===== config.mk =====
export PLATFORM = sky130hd
export DESIGN_NAME = vscale_md_arbiter
export DESIGN_NICKNAME = d
export VERILOG_FILES = /design/src/rtl/vscale_md_arbiter.sv
export SDC_FILE = /design/constraint.sdc
export NUM_CORES = 1
export LEC_CHECK = 0
export CAP_MARGIN = 20
export CORE_MARGIN = 4
export CORE_UTILIZATION = 35
export CTS_CLUSTER_DIAMETER = 200
export CTS_CLUSTER_SIZE = 12
export DETAILED_ROUTE_END_ITERATION = 10
export PLACE_DENSITY = 0.77
export SLEW_MARGIN = 20
export SYNTH_ARGS = -nofsm -noshare
export SYNTH_HDL_FRONTEND = slang
export SYNTH_SLANG_ARGS = --single-unit

===== constraint.sdc =====
create_clock -name clk -period 1.84 [get_ports clk]
set_input_delay 0.276 -clock clk [delete_from_list [all_inputs] [get_ports clk]]
set_output_delay 0.276 -clock clk [all_outputs]
set_load 0.01 [all_outputs]

===== src/rtl/vscale_md_arbiter.sv =====
// vscale_md_arbiter: shares one multiply/divide unit between two requesters.
//
// Ports
//   clk, reset                 clock and synchronous active-high reset
//   rN_req_*                   request handshake and operands from requester N (N = 0, 1)
//   rN_resp_valid/result       one-cycle response pulse and held result for requester N
//   md_req_*                   latched request toward the shared mul/div unit
//   md_resp_valid/result       response from the mul/div unit
//   busy                       high whenever an operation is in flight
//
// A single operation is outstanding at a time. Grants are round-robin; the
// priority pointer moves away from a requester only once its result returns.

`ifndef XPR_LEN
`define XPR_LEN 32
`endif
`ifndef MD_OP_WIDTH
`define MD_OP_WIDTH 2
`endif
`ifndef MD_OUT_SEL_WIDTH
`define MD_OUT_SEL_WIDTH 2
`endif

module vscale_md_arbiter (
  input  logic                         clk,
  input  logic                         reset,
  // Requester 0
  input  logic                         r0_req_valid,
  output logic                         r0_req_ready,
  input  logic                         r0_req_in_1_signed,
  input  logic                         r0_req_in_2_signed,
  input  logic [`MD_OP_WIDTH-1:0]      r0_req_op,
  input  logic [`MD_OUT_SEL_WIDTH-1:0] r0_req_out_sel,
  input  logic [`XPR_LEN-1:0]          r0_req_in_1,
  input  logic [`XPR_LEN-1:0]          r0_req_in_2,
  output logic                         r0_resp_valid,
  output logic [`XPR_LEN-1:0]          r0_resp_result,
  // Requester 1
  input  logic                         r1_req_valid,
  output logic                         r1_req_ready,
  input  logic                         r1_req_in_1_signed,
  input  logic                         r1_req_in_2_signed,
  input  logic [`MD_OP_WIDTH-1:0]      r1_req_op,
  input  logic [`MD_OUT_SEL_WIDTH-1:0] r1_req_out_sel,
  input  logic [`XPR_LEN-1:0]          r1_req_in_1,
  input  logic [`XPR_LEN-1:0]          r1_req_in_2,
  output logic                         r1_resp_valid,
  output logic [`XPR_LEN-1:0]          r1_resp_result,
  // Shared mul/div unit
  output logic                         md_req_valid,
  input  logic                         md_req_ready,
  output logic                         md_req_in_1_signed,
  output logic                         md_req_in_2_signed,
  output logic [`MD_OP_WIDTH-1:0]      md_req_op,
  output logic [`MD_OUT_SEL_WIDTH-1:0] md_req_out_sel,
  output logic [`XPR_LEN-1:0]          md_req_in_1,
  output logic [`XPR_LEN-1:0]          md_req_in_2,
  input  logic                         md_resp_valid,
  input  logic [`XPR_LEN-1:0]          md_resp_result,
  output logic                         busy
);

  typedef enum logic [1:0] {StIdle, StIssue, StWait} state_e;

  state_e state_q, state_d;
  logic   prio_q, prio_d;
  logic   gid_q;
  logic   grant;
  logic   accept;
  logic   resp_fire;

  logic                         in_1_signed_q, in_2_signed_q;
  logic [`MD_OP_WIDTH-1:0]      op_q;
  logic [`MD_OUT_SEL_WIDTH-1:0] out_sel_q;
  logic [`XPR_LEN-1:0]          in_1_q, in_2_q;
  logic                         r0_resp_valid_q, r1_resp_valid_q;
  logic [`XPR_LEN-1:0]          r0_resp_result_q, r1_resp_result_q;

  // Pointer only breaks ties; a lone requester always wins.
  always_comb begin
    grant = 1'b0;
    if (r0_req_valid && r1_req_valid) begin
      grant = prio_q;
    end else if (r1_req_valid) begin
      grant = 1'b1;
    end
  end

  // Reset gates acceptance so nothing is latched during the reset cycle.
  assign accept       = (state_q == StIdle) && (r0_req_valid || r1_req_valid) && !reset;
  assign r0_req_ready = accept && !grant;
  assign r1_req_ready = accept && grant;

  always_comb begin
    state_d      = state_q;
    prio_d       = prio_q;
    md_req_valid = 1'b0;
    resp_fire    = 1'b0;
    unique case (state_q)
      StIdle: begin
        if (r0_req_valid || r1_req_valid) state_d = StIssue;
      end
      StIssue: begin
        md_req_valid = 1'b1;
        if (md_req_ready) state_d = StWait;
      end
      StWait: begin
        if (md_resp_valid) begin
          resp_fire = 1'b1;
          prio_d    = ~gid_q;
          state_d   = StIdle;
        end
      end
      default: state_d = StIdle;
    endcase
  end

  always_ff @(posedge clk) begin
    if (reset) begin
      state_q          <= StIdle;
      prio_q           <= 1'b0;
      gid_q            <= 1'b0;
      in_1_signed_q    <= 1'b0;
      in_2_signed_q    <= 1'b0;
      op_q             <= '0;
      out_sel_q        <= '0;
      in_1_q           <= '0;
      in_2_q           <= '0;
      r0_resp_valid_q  <= 1'b0;
      r1_resp_valid_q  <= 1'b0;
      r0_resp_result_q <= '0;
      r1_resp_result_q <= '0;
    end else begin
      state_q         <= state_d;
      prio_q          <= prio_d;
      r0_resp_valid_q <= resp_fire && !gid_q;
      r1_resp_valid_q <= resp_fire && gid_q;
      if (resp_fire && !gid_q) r0_resp_result_q <= md_resp_result;
      if (resp_fire && gid_q)  r1_resp_result_q <= md_resp_result;
      if (accept) begin
        gid_q         <= grant;
        in_1_signed_q <= grant ? r1_req_in_1_signed : r0_req_in_1_signed;
        in_2_signed_q <= grant ? r1_req_in_2_signed : r0_req_in_2_signed;
        op_q          <= grant ? r1_req_op          : r0_req_op;
        out_sel_q     <= grant ? r1_req_out_sel     : r0_req_out_sel;
        in_1_q        <= grant ? r1_req_in_1        : r0_req_in_1;
        in_2_q        <= grant ? r1_req_in_2        : r0_req_in_2;
      end
    end
  end

  assign md_req_in_1_signed = in_1_signed_q;
  assign md_req_in_2_signed = in_2_signed_q;
  assign md_req_op          = op_q;
  assign md_req_out_sel     = out_sel_q;
  assign md_req_in_1        = in_1_q;
  assign md_req_in_2        = in_2_q;
  assign r0_resp_valid      = r0_resp_valid_q;
  assign r1_resp_valid      = r1_resp_valid_q;
  assign r0_resp_result     = r0_resp_result_q;
  assign r1_resp_result     = r1_resp_result_q;
  assign busy               = (state_q != StIdle);

endmodule


After elaboration in Yosys (flattened, before gate mapping)
Cells that the tools add are included.
{"block": "totals", "wordCells": 49, "register_bits": 140, "output_inout_bits": 140}
{"block": "op_classes", "reduce_logical": 15, "mux": 15, "bitwise": 1, "eq_ne": 5}
{"operator": "$mux W32", "n": 2}
{"operator": "$mux W2", "n": 5}
{"operator": "$logic_and A1 B1 Y1", "n": 7}
{"operator": "$mux W1", "n": 7}
{"operator": "$pmux W2 S3", "n": 1}
{"operator": "$ne A2 B2 Y1 const B", "n": 2}
{"operator": "$logic_not A1 Y1", "n": 3}
{"operator": "$reduce_and A3 Y1", "n": 1}
{"operator": "$eq A2 B1 Y1 const B", "n": 1}
{"operator": "$eq A2 B2 Y1 const B", "n": 1}
{"operator": "$logic_not A2 Y1", "n": 1}
{"operator": "$ne A2 B1 Y1 const B", "n": 1}
{"operator": "$reduce_and A2 Y1", "n": 1}
{"operator": "$reduce_bool A2 Y1", "n": 1}
{"operator": "$logic_or A1 B1 Y1", "n": 1}
{"operator": "$not A1 Y1", "n": 1}

Logic depth before layout (Yosys ltp)
{"block": "depth", "word_depth": 4, "mapped_depth": 7}

Worst setup path before layout
OpenSTA, ideal clock, no wires.
{"block": "synth_path", "path_kind": "reg2reg", "start": "reg prio_q", "end": "reg in_1_q[21] (netlist: md_req_in_1[21])", "synth_period_minus_slack_ns": 1.402, "path_buffers": 2, "arrival_ns": 1.280, "path_stages_with_launch": 6, "setup_slack_ns": 0.438, "path_cell_list": "dfxtp_1 nand2b_1 and3_4 buf_6 buf_6 a221o_1"}
{"block": "synth_via", "elab_chain_len": 2}
{"item": "from (decl)", "line_no": "66", "source": "logic prio_q, prio_d;"}
{"item": "from (signal assigned)", "line_no": "135", "source": "prio_q <= prio_d;"}
{"item": "$mux W1", "line_no": "82", "source": "if (r0_req_valid && r1_req_valid) begin"}
{"item": "$mux W32", "line_no": "146", "source": "in_1_q <= grant ? r1_req_in_1 : r0_req_in_1;"}
{"item": "to (signal assigned)", "line_no": "146"}
{"item": "to (decl)", "line_no": "75", "source": "logic [`XPR_LEN-1:0] in_1_q, in_2_q;"}
Every way passes these cells.
A chain may end at the register's enable or synchronous reset.

Worst setup path in the final report
{"block": "layout_path", "start": "reg state_q[0]", "end": "out r1_req_ready"}
{"block": "layout_via", "elab_chain_len": 4}
{"item": "from (decl)", "line_no": "65", "source": "state_e state_q, state_d;"}
{"item": "from (signal assigned)", "line_no": "120", "source": "state_q <= StIdle;"}
{"item": "from (signal assigned)", "line_no": "134", "source": "state_q <= state_d;"}
{"item": "$logic_not A2 Y1", "line_no": "90", "source": "assign accept = (state_q == StIdle) && (r0_req_valid || r1_req_valid) && !reset;"}
{"item": "$logic_and A1 B1 Y1 (2 in series)", "line_no": "90"}
{"item": "$logic_and A1 B1 Y1", "line_no": "92", "source": "assign r1_req_ready = accept && grant;"}
{"item": "to (decl)", "line_no": "40", "source": "output logic r1_req_ready,"}
Every way passes these cells.

==> reports/metrics.yaml <==
clk_path_buf_depth: 2
ys_top_cells_by_area: "dfxtp_1 (54%), a221o_1 (11%), and3_1 (6.7%), a22o_1 (5.4%), nand2_1 (4.6%)"
drc: 0
finalClockSkew_ps: 8.20
drt-total-wl_um: 19300
grt_max_degree: 71
grt_pass1_wl_um: 29400
synthTopCellsByCount: "dfxtp_1 (140), nand2_1 (64), a221o_1 (56), and3_1 (56), a21oi_1 (33)"
cp_max_fo: 3
fmax_mhz: 559
drv_cap: 0
rsz0062_at_grt: "false"
ys_warn_count: 0
start_util_pct: 35.7
die_h_um: 130
crit_chain: "nor3_4 -> buf_6 -> and3_4 -> buf_4"
slowest_delay_ps: 340
dr.pass1.iters: 6
cts_sinks: 140
synth-seq-cells: 140
via_count: 5405
min_path_type: "in2reg"
syn-num-nets: 694
grt_use_total_pct: 22.4
yosysMostFrequentCell: "dfxtp_1"
n_fill_cell: 1156
worstMarginPinSlew_ps: 624
antenna_cells: 0
p_leak_uw: 0.00355
synth.distinct_cells: 31
area_delta_synth_final_pct: 75.0
final_nets: 999
required_ps: 1560
io_buffers: 317
layout_worst_path_cycle_share_pct: 97.3
synth_edf_count: 0
cp-end-kind: "output port"
relSlewSlack_pct: 58.4
cts_hold_buf: 0
clk_latency_ps: 410
ant_nets: 0
arrival_ps: 1510
start_kind: "register"
routed_via_density: 5.31
row_count: 44
async_flop_share_pct: 0
netlist_area_um2: 5220
overflow: 0
detail_route.wl_per_cell_um: 19.0
finalSetupViolCount: 0
fin_hold_ws_ps: 439
synth_area_per_cell_um2: 10.1
first_iter_violations: 335
status: "complete, no violations"
synth_cells: 516
grt_antenna_before_repair: 1
place_hpwl_um: 14300
core_um2: 14600
die-width_um: 130
power_density_nw_per_um2: 870
cts-root-buf: "clkbuf_16"
hold_viol_final: 0
ys.flop_type: "dfxtp_1"
ys_seq_area_share_pct: 53.7
numCtsBuffers: 17
report.final.slew_viol_count: 0
ir_worst_vdd_uv: 649
synth_top_cell_by_area: "dfxtp_1"
min_period_ps: 1790
critPathKind: "reg2out"
htree_num_levels: 4
utilization_pct: 62.6
setup_tns_ps: 0
cts_tree: "done"
drive_gt1_share_pct: 7.79
crit_slowest_cell: "dfxtp_2"
io_pins: 318
grt_pass1_vias: 5546
clk_pin_slew_ps: 60
place.gp.congestion: 0.931
die_area_um2: 16900
synth_top_cell_area_share_pct: 53.7
==> through the flow <==
step           setup WS [ps]  instances  cell area, um2  total power [uW]
3_3_place_gp            -177        985            8540              4650
3_5_place_dp            -292        985            8540              4680
6_report                50.0       1018            9130              7940
4_1_cts                 15.2       1018            9120              8020
5_1_grt                 6.48       1018            9130              8260
2_1_floorplan            438        516            5220              3820
==> final timing paths <==
| path | from | endpoint | slack, ps | cells past startpoint |
|---|---|---|---|---|
| setup / recovery | state_q[0] | r1_req_ready | 50 | 4 |
| hold / removal | r0_req_in_2[26] | md_req_in_2[26] | 440 | 3 |
| setup reg to reg | state_q[0] | md_req_in_1[5] | 80 | 5 |
| hold reg to reg | r0_resp_result[11] | r0_resp_result[11] | 450 | 2 |
==> logic make-up after synthesis <==
kind of cell	count (synthesis)	synth area share, %
AOI/OAI and AO/OA	155	23.3
and+or+nand+nor	165	16.6
buffers and inverters	56	6.33
DFF	140	53.7
==> layer usage <==
metal / vias up / wire length, um / global-route usage, %
met3: 37 / 1910 / 8.47
met1: 2535 / 7170 / 25.0
met4: 2 / 510 / 9.66
met5: - / 12 / 0
met2: 279 / 9700 / 38.1
li1: 2552 / - / -
==> where the power goes <==
group          switching [uW]  internal (uW)  total [uW]
Sequential                101           3200        3300
Clock                    1260           2060        3320
Combinational             524            799        1320
==> flip-flops by register name (all words and copies together), names as in the netlist <==
signal	cells
md_req_in_1	32
md_req_in_2	32
r0_resp_result	32
r1_resp_result	32
md_req_op	2
md_req_out_sel	2
state_q	2
gid_q	1
md_req_in_1_signed	1
md_req_in_2_signed	1
prio_q	1
r0_resp_valid	1
r1_resp_valid	1
==> area by class of cell <==
cell class	count	area, um2	area share (%)
Timing Repair Buffer	340	3390	37.1
Sequential cell	140	2800	30.7
Multi-Input combinational cell	320	2120	23.2
Clock buffer	21	460	5.04
Tap cell	184	230	2.52
Clock inverter	11	119	1.30
Inverter	2	7.51	0.0822
==> worst max-delay path, delay by kind of cell (launching register included) <==
family	cells	cell delay [ps]
buffers and inverters	2	290
flip-flops	1	340
AND/OR/NAND/NOR	2	490
==> timing repair <==
| action | in CTS | in global routing |
|---|---|---|
| gates resized for setup | 10 | 4 |
| pin swaps | 3 | 1 |
| setup endpoints to repair | 4 | 3 |
| buffers inserted | 1 | 0 |
| hold endpoints to repair | 0 | 0 |
==> layout by cell type (no fill, tap or decap), types with 4 or more instances in the layout <==
| master | n |
|---|---|
| dlygate4sd2_1 | 4 |
| clkinv_2 | 4 |
| a221o_1 | 56 |
| nand2_1 | 64 |
| a31oi_1 | 14 |
| nor2_1 | 4 |
| buf_12 | 4 |
| clkinvlp_4 | 4 |
| o21ai_0 | 14 |
| a22o_1 | 32 |
| buf_4 | 19 |
| a21oi_1 | 33 |
| clkdlybuf4s50_1 | 311 |
| and3_1 | 56 |
| clkbuf_16 | 17 |
| dfxtp_1 | 139 |
| nand3_1 | 14 |
| nand4_1 | 14 |
(Power assumes the default switching activity.)
